--- src/rtl/sram_access_pkg.sv ---
// Shared types and helpers for the SRAM access sequencer.
//   state_e     - sequencer states
//   strobes_t   - active-low SRAM strobe bundle {ce, oe, we, ub, lb}
//   StrobesIdle - all strobes deasserted
//   clamp_wait  - forces wait-state parameters to at least one cycle
package sram_access_pkg;

  typedef enum logic [2:0] {
    StIdle,
    StRdAcc,
    StWrSetup,
    StWrPulse,
    StWrHold,
    StDone
  } state_e;

  typedef struct packed {
    logic ce;
    logic oe;
    logic we;
    logic ub;
    logic lb;
  } strobes_t;

  localparam strobes_t StrobesIdle = '{ce: 1'b1, oe: 1'b1, we: 1'b1, ub: 1'b1, lb: 1'b1};

  function automatic int clamp_wait(input int w);
    return (w < 1) ? 1 : w;
  endfunction

endpackage

--- src/rtl/sram_access_ctrl_if.sv ---
// Bundle between the CPU memory port, the sequencer and the SRAM pad side.
//   CPU side : Req, Wr, Be, Addr_in, Data_wr -> ; <- Ready, Done, Data_rd
//   SRAM side: CE, OE, WE, UB, LB, ADDR, Data_to_SRAM, Drive_en -> ; <- Data_from_SRAM
// master: the environment (CPU plus SRAM/pad buffer); slave: the sequencer.
interface sram_access_ctrl_if #(
  parameter int ADDR_W = 20,
  parameter int DATA_W = 16
);
  logic              Req;
  logic              Wr;
  logic [1:0]        Be;
  logic [ADDR_W-1:0] Addr_in;
  logic [DATA_W-1:0] Data_wr;
  logic              Ready;
  logic              Done;
  logic [DATA_W-1:0] Data_rd;
  logic              CE;
  logic              OE;
  logic              WE;
  logic              UB;
  logic              LB;
  logic [ADDR_W-1:0] ADDR;
  logic [DATA_W-1:0] Data_to_SRAM;
  logic [DATA_W-1:0] Data_from_SRAM;
  logic              Drive_en;

  modport master (
    output Req, Wr, Be, Addr_in, Data_wr, Data_from_SRAM,
    input  Ready, Done, Data_rd, CE, OE, WE, UB, LB, ADDR, Data_to_SRAM, Drive_en
  );

  modport slave (
    input  Req, Wr, Be, Addr_in, Data_wr, Data_from_SRAM,
    output Ready, Done, Data_rd, CE, OE, WE, UB, LB, ADDR, Data_to_SRAM, Drive_en
  );
endinterface

--- src/rtl/sram_wait_timer.sv ---
// Loadable down-counter used to time strobe pulse widths.
//   clk_i, rst_ni - clock, asynchronous active-low reset
//   load_i        - load load_val_i (has priority over dec_i)
//   dec_i         - decrement, saturating at zero
//   zero_o        - count is zero
module sram_wait_timer #(
  parameter int Width = 2
) (
  input  logic             clk_i,
  input  logic             rst_ni,
  input  logic             load_i,
  input  logic [Width-1:0] load_val_i,
  input  logic             dec_i,
  output logic             zero_o
);

  logic [Width-1:0] cnt_q, cnt_d;

  always_comb begin
    cnt_d = cnt_q;
    if (load_i) begin
      cnt_d = load_val_i;
    end else if (dec_i && (cnt_q != '0)) begin
      cnt_d = cnt_q - Width'(1);
    end
  end

  always_ff @(posedge clk_i or negedge rst_ni) begin
    if (!rst_ni) begin
      cnt_q <= '0;
    end else begin
      cnt_q <= cnt_d;
    end
  end

  assign zero_o = (cnt_q == '0);

endmodule

--- src/rtl/sram_access_ctrl.sv ---
// Sequencer between the CPU memory port and an external async SRAM. A single-cycle
// Req/Ready accept is turned into timed CE/OE/WE/UB/LB strobe sequences; completion
// is signalled by a one-cycle Done pulse. Every output comes straight from a register.
//   Clk   - system clock, rising edge
//   Reset - asynchronous active-low reset
//   bus   - CPU request/response plus SRAM strobes/data (slave side)
module sram_access_ctrl
  import sram_access_pkg::*;
#(
  parameter int READ_WAIT  = 2,
  parameter int WRITE_WAIT = 2,
  parameter int ADDR_W     = 20,
  parameter int DATA_W     = 16
) (
  input logic               Clk,
  input logic               Reset,
  sram_access_ctrl_if.slave bus
);

  localparam int RdWait  = clamp_wait(READ_WAIT);
  localparam int WrWait  = clamp_wait(WRITE_WAIT);
  localparam int MaxWait = (RdWait > WrWait) ? RdWait : WrWait;
  localparam int CntW    = $clog2(MaxWait) + 1;
  // Timer holds cycles remaining after the current one, hence the -1.
  localparam logic [CntW-1:0] RdLoad = CntW'(RdWait - 1);
  localparam logic [CntW-1:0] WrLoad = CntW'(WrWait - 1);

  state_e            state_q;
  strobes_t          strb_q;
  logic              drive_q;
  logic              ready_q;
  logic              done_q;
  logic [ADDR_W-1:0] addr_q;
  logic [DATA_W-1:0] wdata_q;
  logic [DATA_W-1:0] rdata_q;

  logic            accept;
  logic            tmr_load;
  logic            tmr_dec;
  logic            tmr_zero;
  logic [CntW-1:0] tmr_val;

  // ready_q is only ever set while idle, so it alone qualifies the accept.
  assign accept   = bus.Req && ready_q && (state_q == StIdle);
  assign tmr_load = (accept && !bus.Wr) || (state_q == StWrSetup);
  assign tmr_val  = (state_q == StWrSetup) ? WrLoad : RdLoad;
  assign tmr_dec  = (state_q == StRdAcc) || (state_q == StWrPulse);

  sram_wait_timer #(
    .Width (CntW)
  ) u_timer (
    .clk_i      (Clk),
    .rst_ni     (Reset),
    .load_i     (tmr_load),
    .load_val_i (tmr_val),
    .dec_i      (tmr_dec),
    .zero_o     (tmr_zero)
  );

  always_ff @(posedge Clk or negedge Reset) begin
    if (!Reset) begin
      state_q <= StIdle;
      strb_q  <= StrobesIdle;
      drive_q <= 1'b0;
      ready_q <= 1'b0;
      done_q  <= 1'b0;
      addr_q  <= '0;
      wdata_q <= '0;
      rdata_q <= '0;
    end else begin
      done_q <= 1'b0;
      unique case (state_q)
        StIdle: begin
          ready_q <= 1'b1;
          if (accept) begin
            ready_q <= 1'b0;
            addr_q  <= bus.Addr_in;
            if (bus.Wr) begin
              wdata_q <= bus.Data_wr;
              drive_q <= 1'b1;
              strb_q  <= '{ce: 1'b0, oe: 1'b1, we: 1'b1, ub: ~bus.Be[1], lb: ~bus.Be[0]};
              state_q <= StWrSetup;
            end else begin
              strb_q  <= '{ce: 1'b0, oe: 1'b0, we: 1'b1, ub: ~bus.Be[1], lb: ~bus.Be[0]};
              state_q <= StRdAcc;
            end
          end
        end
        StRdAcc: begin
          if (tmr_zero) begin
            rdata_q <= bus.Data_from_SRAM;
            strb_q  <= StrobesIdle;
            done_q  <= 1'b1;
            state_q <= StDone;
          end
        end
        StWrSetup: begin
          strb_q.we <= 1'b0;
          state_q   <= StWrPulse;
        end
        StWrPulse: begin
          if (tmr_zero) begin
            strb_q.we <= 1'b1;
            state_q   <= StWrHold;
          end
        end
        StWrHold: begin
          strb_q  <= StrobesIdle;
          drive_q <= 1'b0;
          done_q  <= 1'b1;
          state_q <= StDone;
        end
        StDone: begin
          ready_q <= 1'b1;
          state_q <= StIdle;
        end
        default: begin
          strb_q  <= StrobesIdle;
          drive_q <= 1'b0;
          state_q <= StIdle;
        end
      endcase
    end
  end

  // The pad buffer and the SRAM must never drive the data bus together.
  assert property (@(posedge Clk) disable iff (!Reset) !(drive_q && !strb_q.oe));

  assign bus.Ready        = ready_q;
  assign bus.Done         = done_q;
  assign bus.Data_rd      = rdata_q;
  assign bus.CE           = strb_q.ce;
  assign bus.OE           = strb_q.oe;
  assign bus.WE           = strb_q.we;
  assign bus.UB           = strb_q.ub;
  assign bus.LB           = strb_q.lb;
  assign bus.ADDR         = addr_q;
  assign bus.Data_to_SRAM = wdata_q;
  assign bus.Drive_en     = drive_q;

endmodule

--- src/flat_wrapper.sv ---
// flat-port wrapper written by rule: the top's interface ports become plain ports
module sram_access_ctrl_flat import sram_access_pkg::*;
#(
  parameter int READ_WAIT  = 2,
  parameter int WRITE_WAIT = 2,
  parameter int ADDR_W     = 20,
  parameter int DATA_W     = 16
)
  (Clk, Reset, bus_Req, bus_Wr, bus_Be, bus_Addr_in, bus_Data_wr, bus_Data_from_SRAM, bus_Ready, bus_Done, bus_Data_rd, bus_CE, bus_OE, bus_WE, bus_UB, bus_LB, bus_ADDR, bus_Data_to_SRAM, bus_Drive_en);
  sram_access_ctrl_if #(.ADDR_W(ADDR_W), .DATA_W(DATA_W)) bus_i ();
  input logic Clk;
  input logic Reset;
  input wire logic [$bits(bus_i.Req)-1:0] bus_Req;
  input wire logic [$bits(bus_i.Wr)-1:0] bus_Wr;
  input wire logic [$bits(bus_i.Be)-1:0] bus_Be;
  input wire logic [$bits(bus_i.Addr_in)-1:0] bus_Addr_in;
  input wire logic [$bits(bus_i.Data_wr)-1:0] bus_Data_wr;
  input wire logic [$bits(bus_i.Data_from_SRAM)-1:0] bus_Data_from_SRAM;
  output wire logic [$bits(bus_i.Ready)-1:0] bus_Ready;
  output wire logic [$bits(bus_i.Done)-1:0] bus_Done;
  output wire logic [$bits(bus_i.Data_rd)-1:0] bus_Data_rd;
  output wire logic [$bits(bus_i.CE)-1:0] bus_CE;
  output wire logic [$bits(bus_i.OE)-1:0] bus_OE;
  output wire logic [$bits(bus_i.WE)-1:0] bus_WE;
  output wire logic [$bits(bus_i.UB)-1:0] bus_UB;
  output wire logic [$bits(bus_i.LB)-1:0] bus_LB;
  output wire logic [$bits(bus_i.ADDR)-1:0] bus_ADDR;
  output wire logic [$bits(bus_i.Data_to_SRAM)-1:0] bus_Data_to_SRAM;
  output wire logic [$bits(bus_i.Drive_en)-1:0] bus_Drive_en;
  assign bus_i.Req = bus_Req;
  assign bus_i.Wr = bus_Wr;
  assign bus_i.Be = bus_Be;
  assign bus_i.Addr_in = bus_Addr_in;
  assign bus_i.Data_wr = bus_Data_wr;
  assign bus_i.Data_from_SRAM = bus_Data_from_SRAM;
  assign bus_Ready = bus_i.Ready;
  assign bus_Done = bus_i.Done;
  assign bus_Data_rd = bus_i.Data_rd;
  assign bus_CE = bus_i.CE;
  assign bus_OE = bus_i.OE;
  assign bus_WE = bus_i.WE;
  assign bus_UB = bus_i.UB;
  assign bus_LB = bus_i.LB;
  assign bus_ADDR = bus_i.ADDR;
  assign bus_Data_to_SRAM = bus_i.Data_to_SRAM;
  assign bus_Drive_en = bus_i.Drive_en;
  sram_access_ctrl #(.READ_WAIT(READ_WAIT), .WRITE_WAIT(WRITE_WAIT), .ADDR_W(ADDR_W), .DATA_W(DATA_W)) u_core (.Clk(Clk), .Reset(Reset), .bus(bus_i));
endmodule
--- config.mk ---
export PLATFORM = sky130hd
export DESIGN_NAME = sram_access_ctrl_flat
export DESIGN_NICKNAME = d
export VERILOG_FILES = /design/src/rtl/sram_access_pkg.sv /design/src/rtl/sram_access_ctrl_if.sv /design/src/rtl/sram_wait_timer.sv /design/src/rtl/sram_access_ctrl.sv /design/src/flat_wrapper.sv
export SDC_FILE = /design/constraint.sdc
export NUM_CORES = 1
export LEC_CHECK = 0
export CAP_MARGIN = 0
export CELL_PAD_IN_SITES_DETAIL_PLACEMENT = 1
export CELL_PAD_IN_SITES_GLOBAL_PLACEMENT = 2
export CORE_ASPECT_RATIO = 0.6
export CORE_UTILIZATION = 26
export DETAILED_ROUTE_END_ITERATION = 16
export GPL_TIMING_DRIVEN = 0
export PLACE_DENSITY = 0.78
export SETUP_SLACK_MARGIN = 0.15
export SYNTH_ARGS = -nofsm -noshare
export SYNTH_HDL_FRONTEND = slang
export SYNTH_SLANG_ARGS = --single-unit
export TNS_END_PERCENT = 10
--- constraint.sdc ---
create_clock -name Clk -period 2.2 [get_ports Clk]
set_clock_uncertainty 0.15 [all_clocks]
set_input_delay 0.55 -clock Clk [delete_from_list [all_inputs] [get_ports Clk]]
set_output_delay 0.55 -clock Clk [all_outputs]
set_load 0.05 [all_outputs]
After elaboration in Yosys (flattened, before gate mapping)
Cells that the tools add are included.

cells by class
  eq/ne operators = 9
  multiplexer cells = 21
  reductions and logical operators = 21
  bitwise operators = 5
  add/sub/neg operators = 1

operators by type and width
  kind                count
  $pmux 3 s5          1
  $pmux 2 s3          2
  $reduce_and 3->1    4
  $mux 5              2
  $mux 3              3
  $eq 3x2->1 const B  2
  $eq 3x3->1 const B  2
  $mux 2              3
  $ne 2x1->1 const B  3
  $pmux 1 s2          3
  $reduce_bool 2->1   3
  $mux 1              5
  $not 1->1           5
  $pmux 1 s5          1
  $logic_and 1x1->1   4
  $mux 4              1
  $reduce_and 2->1    2
  $reduce_and 4->1    1
  $reduce_or 4->1     1
  $eq 3x1->1 const B  1
  $logic_not 3->1     1
  $reduce_or 3->1     1
  $logic_not 2->1     1
  $logic_or 1x1->1    2
  3 further kinds     3

storage, ports and cells
  input port bits = 58
  logic and storage cells = 70
  register bits after elaboration = 65

Logic depth before layout (Yosys ltp)
Gate-level depths: netlist of the first run.

  word-level depth = 5
  mapped depth = 7
  depth with buffers taken out = 5

Modules after synthesis
A second synthesis of the first run with hierarchy kept.

unflattened totals
  cells, all modules = 187
  area total of the unflattened synthesis = 2675.1 sq um

modules (own cells, without submodules)
  module            sequential area each (sq um)  instances  area an instance (sq um)  cells an instance
  sram_access_ctrl  1582.8                        1          2542.4                    174
  sram_wait_timer   50.0                          1          132.6                     13

Worst setup path after synthesis of the first run
Ideal clock, no wire load.

  path type = flip-flop to flip-flop
  from = reg u_core.ready_q, in the netlist u_core.bus.Ready
  to = reg u_core.wdata_q[10], in the netlist u_core.bus.Data_to_SRAM[10]
  buffers on the path = 1
  clock period less this slack = 2.086 ns
  arrival = 1.811 ns
  stages on the path, launching flop included = 5
  required time = 1.925 ns
  setup slack = 0.114 ns
  cells stage by stage = dfrtp_1 > nand3_1 > nor4_4 > buf_6 > mux2_2

between the ends
  cells in the longest elaborated chain, start to end = 3

ends and longest elaborated chain
  what                               line                    RTL
  start, declared                    sram_access_ctrl.sv:31  logic ready_q;
  start signal, assigned             sram_access_ctrl.sv:65  ready_q <= 1'b0;
  start signal, assigned             sram_access_ctrl.sv:74  ready_q <= 1'b1;
  start signal, assigned             sram_access_ctrl.sv:76  ready_q <= 1'b0;
  $logic_and 1x1->1 (2 in series)    sram_access_ctrl.sv:44  assign accept = bus.Req && ready_q && (state_q == StIdle);
  $reduce_and 3->1 (no source line)  --
  end signal, assigned               sram_access_ctrl.sv:79  wdata_q <= bus.Data_wr;
  end, declared                      sram_access_ctrl.sv:34  logic [DATA_W-1:0] wdata_q;

Every way passes these cells.
A chain may end at the register's enable or synchronous reset.

Worst setup path after layout of the first run
  from = reg u_core.u_timer.cnt_q[0]
  to = reg u_core.rdata_q[8], in the netlist u_core.bus.Data_rd[8]

between the ends
  cells in the longest elaborated chain, start to end = 2

ends and longest elaborated chain
  what                               line                    RTL
  start, declared                    sram_wait_timer.sv:17   logic [Width-1:0] cnt_q, cnt_d;
  start signal, assigned             sram_wait_timer.sv:32   cnt_q <= cnt_d;
  $logic_not 2->1                    sram_wait_timer.sv:36   assign zero_o = (cnt_q == '0);
  $reduce_and 2->1 (no source line)  --
  end signal, assigned               sram_access_ctrl.sv:91  rdata_q <= bus.Data_from_SRAM;
  end, declared                      sram_access_ctrl.sv:35  logic [DATA_W-1:0] rdata_q;

Every way passes these cells.

==> results of run 1 <==
-- layout make-up --
cell class	count	share of cell area, %
clock buffers	12	5.55
flip-flops and latches	65	38.4
well taps	135	3.96
multi-input cells	99	21.9
plain buffers	11	1.94
inverters	5	0.441
repair buffers	122	26.8
clock inverters	4	1.06
-- cells in the final DEF (no fill, tap or decap), types with 7 or more instances in the layout --
master,instances
dfrtp_1,59
dlygate4sd2_1,56
clkbuf_16,9
nor2_1,7
mux2_2,53
clkdlybuf4s50_1,55
buf_4,8
-- metal layers --
metal | part of all wire [%] | vias up | track usage, %
met5 | 0 | - | 0
met4 | 0.73 | 0 | 4.83
met3 | 11 | 7 | 8.52
met2 | 43 | 83 | 21.4
met1 | 45 | 968 | 17.8
li1 | - | 907 | -
-- worst paths after layout --
check,startpoint,end,slack (ns),cells past startpoint
max,u_core.u_timer.cnt_q[0]$_DFFE_PN0P_,u_core.bus.Data_rd[8]$_DFFE_PN0P_,0.19,7
min,Reset,u_core.bus.Data_rd[0]$_DFFE_PN0P_,0.18,1
max reg2reg,u_core.u_timer.cnt_q[0]$_DFFE_PN0P_,u_core.bus.Data_rd[8]$_DFFE_PN0P_,0.19,7
min reg2reg,u_core.bus.CE$_DFFE_PN1P_,u_core.bus.CE$_DFFE_PN1P_,0.32,2
max in group asynchronous,Reset,u_core.bus.Ready$_DFFE_PN0P_,1.13,1
min in group Clk,u_core.bus.CE$_DFFE_PN1P_,u_core.bus.CE$_DFFE_PN1P_,0.32,2
-- cell families after synthesis --
logic type                 Yosys count  share of synthesized area [%]
DFF                                 65                           61.5
muxes                               55                           23.2
and+or+nand+nor                     22                           5.04
AOI/OAI and AO/OA                   21                           5.98
buffers and inverters               16                           3.81
adders and majority gates            1                          0.471
-- worst max-delay path, stage by stage (launching register included) --
cell and delay (ns):
dfrtp_1 0.40, inv_1 0.07, ha_2 0.24, nor2b_2 0.23, and2_1 0.16, buf_6 0.14
buf_6 0.16, mux2_2 0.34
-- state kept, by name, indices dropped and copies added (netlist names), 2 cells and up --
signal,cells
u_core.bus.ADDR,20
u_core.bus.Data_rd,16
u_core.bus.Data_to_SRAM,16
u_core.state_q,3
u_core.u_timer.cnt_q,2
-- report_power, final --
part           leakage, nW  internal, mW  switching (mW)  total (mW)
Clock                0.140         0.872           0.503        1.38
Sequential           0.766          1.84           0.297        2.13
Combinational        0.971          1.44            2.90        4.34
Total                 1.88          4.15            3.70        7.85
-- per-stage QoR --
stage	power [mW]	area (um^2)	std cells
6_report	7.85	4260	453
5_1_grt	8.26	4260	453
4_1_cts	7.97	4260	453
3_5_place_dp	6.89	4000	432
3_3_place_gp	6.79	4000	432
2_1_floorplan	5.30	2660	180
-- repair_timing --
| action | CTS | global route |
|---|---|---|
| setup endpoints to repair | 84 | 30 |
| gates resized for setup | 75 | 0 |
| buffers inserted | 4 | 0 |
| pin swaps | 1 | 1 |
| cloned | 1 | 0 |
==> results.md, run 1 <==
- Routed WL: around 7200 um
- Clock-pin slew of the registers on the worst-case setup and hold paths: 0.05 ns
- Cell count after synthesis: 180
- Clk_lat worst skew: around 0.32 ns
- Worst Setup Start Kind: flip-flop
- Most frequent cells after synthesis: 60 x dfrtp_1, 53 x mux2_2, 7 x nor2_1
- Antenna violation net count after detailed routing: 0
- Pre-CTS setup slack: -0.420 ns
- Yosys top cell area share: 56.5%
- Multi-input gate area: around 930 um^2
- Nature of the critical path endpoint: flip-flop
- Final Hold Fails: 0
- H-tree levels: 3
- Post-synthesis sequential area ratio: just over 60%
- Routed vias/inst: roughly 4.3
- Initial antenna violation count: 0
- Max Cap Viol: 0
- Most used DFF post-synth: dfrtp_1
- DR iter-0 viols: 51
- Core Box Area: roughly 10000 um^2
- RePlAce Congestion: 0.754
- Final worst-path cycle share: 91.1%
- # rows: 28
- Clock Sinks: 65
- Leak pwr: between 1.5 and 2 nW
- Clock tree root buffer cell: clkbuf_16
- HP Class: in2async
- Final Util: roughly 43%
- PwrDens: approximately 1800 nW/um^2
- Final WS setup: around 0.19 ns
- Number of flops mapped to enable cells by yosys: 0
- Setup CP Type: reg2reg
- Status: finished, final reports clean
- Mean Syn Cell Area: 14.8 um^2
- Area contributors post-synth: dfrtp_1 57%, mux2_2 22%, dfstp_2 4.9%
- Layout area overhead: 60.4%
- CP arrival: 2.06 ns
- Input/output buffers: between 100 and 150
- Cell Area, Synth: approximately 2700 um^2
- Slew of the pin with the lowest slew margin: 0.854 ns
- Post-synth ARST share: 100%
- Dpl hpwl: slightly above 5000 um
- Setup TNS: 0 ns
- CP Max Fanout: 10
- RSZ-0062 raised after global routing: yes
- Antenna Diode Count: 0
- Post-synth top area cell: dfrtp_1
- CTS Buf Count: 9
- CP Data Required Time: approximately 2.3 ns
- Vias: just under 2000
- CTS max path bufs: 2
- Final setup viols: 0
- YS warnings: 0
- #FFs+latches synth: 65
- FF+latch area: between 1500 and 2000 um^2
- Post-DR wirelength/cell: between 15 and 20 um
- Pre-Repair DR Iteration Count: 4
- Syn_nets: 239
- Die area: approximately 11000 um^2
- Vias in the first global route: roughly 2200
- I/O pins: between 100 and 150
- Die width: roughly 130 um
- CTS Hold Bufs: 0
- GRT overflow: 0
- Slew headroom: a little over two fifths
- Fmax: 0.499 GHz
- Drt drc: 0
- Nets: 372
- Initial core utilization: 26.9%
- CTS tree: yes
- Yosys cell types: 32
- Total track usage: 14.6%
- Maximum vdd drop: roughly 0.00076 V
- Final slew viol count: 0
- Layout cells sized above 1: ~31%
- Fin Hold WS: roughly 0.18 ns
- Largest net degree at the start of global routing: 66
- Most numerous cell in the Yosys netlist: dfrtp_1
- Filler Cell Count: roughly 1100
- Die height: about 80 um
- First-pass GRT wire length: approximately 12000 um
- Crit path time final: 2.01 ns
(Power assumes the default switching activity.)
==> inputs of run 2 (changes only) <==
--- a/config.mk
+++ b/config.mk
@@ -10,6 +10,7 @@
 export CELL_PAD_IN_SITES_GLOBAL_PLACEMENT = 2
 export CORE_ASPECT_RATIO = 0.6
 export CORE_UTILIZATION = 26
+export CTS_BUF_LIST = sky130_fd_sc_hd__clkbuf_8 sky130_fd_sc_hd__clkbuf_16
 export DETAILED_ROUTE_END_ITERATION = 16
 export GPL_TIMING_DRIVEN = 0
 export PLACE_DENSITY = 0.78
==> run 2 against run 1 <==
Compared with the run above:
- sequential power barely moved
- die area did not move
- fmax did not move
- total power fell by 0.17%
- utilization did not move
- largest power group unchanged
==> results.md, run 2 (synthesis gave the netlist of run 1 again) <==
- CTS max path bufs: 2
- Post-route design area: about 4300 um^2
- Nets: between 300 and 400
- Pre-Repair DR Iteration Count: 4
- Most frequent cells in the layout: 59 x dfrtp_1, 56 x dlygate4sd2_1, 55 x clkdlybuf4s50_1
- Core Box Area: 9880 um^2
- Crit path time final: 2.01 ns
- Nature of the critical path endpoint: flip-flop
- Routed vias/inst: 4.34
- Pre-CTS setup slack: -0.420 ns
- # rows: 28
- Fmax: around 0.5 GHz
- Layout area overhead: 60.4%
- Input/output buffers: ~120
- Initial antenna violation count: 0
- Final slew viol count: 0
- CTS Hold Bufs: 0
- Final Hold Fails: 0
- Final Util: between 40% and 50%
- Worst r2r src: u_core.u_timer.cnt_q[0]$_DFFE_PN0P_
- Slew of the pin with the lowest slew margin: 0.854 ns
- Max reg flops: 20
- Leak pwr: between 1.5 and 2 nW
- Vias in the first global route: 2206
- Post-DR wirelength/cell: between 15 and 20 um
- H-tree levels: 3
- Routed WL: roughly 7200 um
- Largest net degree at the start of global routing: 66
- HP Class: in2async
- Clock Sinks: between 60 and 70
- Die area: approximately 11000 um^2
- Final setup viols: 0
- Final worst-path cycle share: between 90% and 100%
- First-pass GRT wire length: between 10000 and 15000 um
- RePlAce Congestion: around 0.75
- R2R depth: 7
- Maximum vdd drop: roughly 0.00075 V
- Initial core utilization: between 20% and 30%
- RSZ-0062 raised after global routing: yes
- Fin Hold WS: roughly 0.18 ns
- Slew headroom: a little over two fifths
- Worst Setup Start Kind: flip-flop
- CTS tree: yes
- Clk_lat worst skew: approximately 0.32 ns
- Final WS setup: 0.195 ns
- Commonest non-fill, non-tap cell in the layout: dfrtp_1
- PwrDens: between 1500 and 2000 nW/um^2
- Critical Path End: u_core.bus.Data_rd[8]$_DFFE_PN0P_
- CP Data Required Time: 2.25 ns
- Antenna violation net count after detailed routing: 0
- Status: finished, final reports clean
- CP arrival: between 2 and 2.5 ns
- CP Max Fanout: 10
- Drt drc: 0
- Dpl hpwl: 5070 um
- Clock tree root buffer cell: clkbuf_16
- Critical path origin: u_core.u_timer.cnt_q[0]$_DFFE_PN0P_
- Placed cell areas: approximately 4000 um^2
- DR iter-0 viols: 50
- Max Cap Viol: 0
- Die width: 132 um
- Vias: slightly below 2000
- Reg2Reg Capture Point: u_core.bus.Data_rd[8]$_DFFE_PN0P_
- Setup CP Type: reg2reg
- DP Cell Count: approximately 430
- CTS Buf Count: 9
- I/O pins: 118
- Non-Filler Instances: roughly 450
- GRT overflow: 0
- Layout cells sized above 1: a little under a third
- R2R Setup Slk: just under 0.2 ns
- Clock-pin slew of the registers on the worst-case setup and hold paths: roughly 0.05 ns
- Antenna Diode Count: 0
- Die height: 80.3 um
- Total track usage: approximately 15%
## run 2: changes by cell type in the layout (fill, tap and decap cells not counted)
| cell | previous run | this run |
|---|---|---|
| inv_1 | 5 | 8 |
| clkbuf_1 | 4 | 1 |
## run 2: how the worst min path moves through the flow
stage	from	end
6_report	Reset	u_core.bus.Data_rd[0]$_DFFE_PN0P_
5_1_grt	Reset	u_core.bus.Data_rd[0]$_DFFE_PN0P_
4_1_cts	Reset	u_core.bus.Data_rd[0]$_DFFE_PN0P_
3_5_place_dp	u_core.bus.CE$_DFFE_PN1P_	u_core.bus.CE$_DFFE_PN1P_
3_3_place_gp	u_core.bus.CE$_DFFE_PN1P_	u_core.bus.CE$_DFFE_PN1P_
2_1_floorplan	Reset	u_core.bus.ADDR[0]$_DFFE_PN0P_
## run 2: metrics by stage
stage / TNS (ns) / total power, mW
floorplan: 0 / 5.30
global placement: -128.68 / 6.79
detailed placement: -8.20 / 6.89
CTS: 0 / 7.95
global route: 0 / 8.24
finish: 0 / 7.83
## run 2: final cells by class
| type | count | area (um^2) |
|---|---|---|
| buffer | 11 | 82.6 |
| clock buffer | 9 | 225 |
| clock inverter | 7 | 56.3 |
| fill | 1066 | 5620 |
| inverter | 5 | 18.8 |
| multi-input combinational | 99 | 932 |
| sequential | 65 | 1630 |
| tap | 135 | 169 |
| timing repair buffer | 122 | 1140 |
## run 2: power by group
part / total, mW / switching [mW] / internal [mW] / leakage (nW)
clock: 1.36 / 0.504 / 0.858 / 0.153
sequential: 2.13 / 0.297 / 1.84 / 0.766
combinational: 4.34 / 2.90 / 1.44 / 0.971
total: 7.83 / 3.70 / 4.13 / 1.89
## run 2: repair_timing
| action | 4_1_cts | 5_1_grt |
|---|---|---|
| cloned | 1 | 0 |
| pin swaps | 1 | 1 |
| hold endpoints to repair | 0 | 0 |
| resized for setup | 75 | 0 |
| setup endpoints to repair | 84 | 30 |
| buffers inserted | 4 | 0 |
## run 2: critical path: stages, from the launching register on
cell and delay [ns]:
dfrtp_1 0.40, inv_1 0.07, ha_2 0.24, nor2b_2 0.23, and2_1 0.16, buf_6 0.14, buf_6 0.16, mux2_2 0.34
## run 2: metal layers
layer / global-route usage (%) / vias up / routed length, um
met1: 17.8 / 968 / 3240
met4: 4.83 / 0 / 53
li1: - / 907 / -
met3: 8.52 / 7 / 815
met5: 0 / - / 0
met2: 21.4 / 83 / 3110
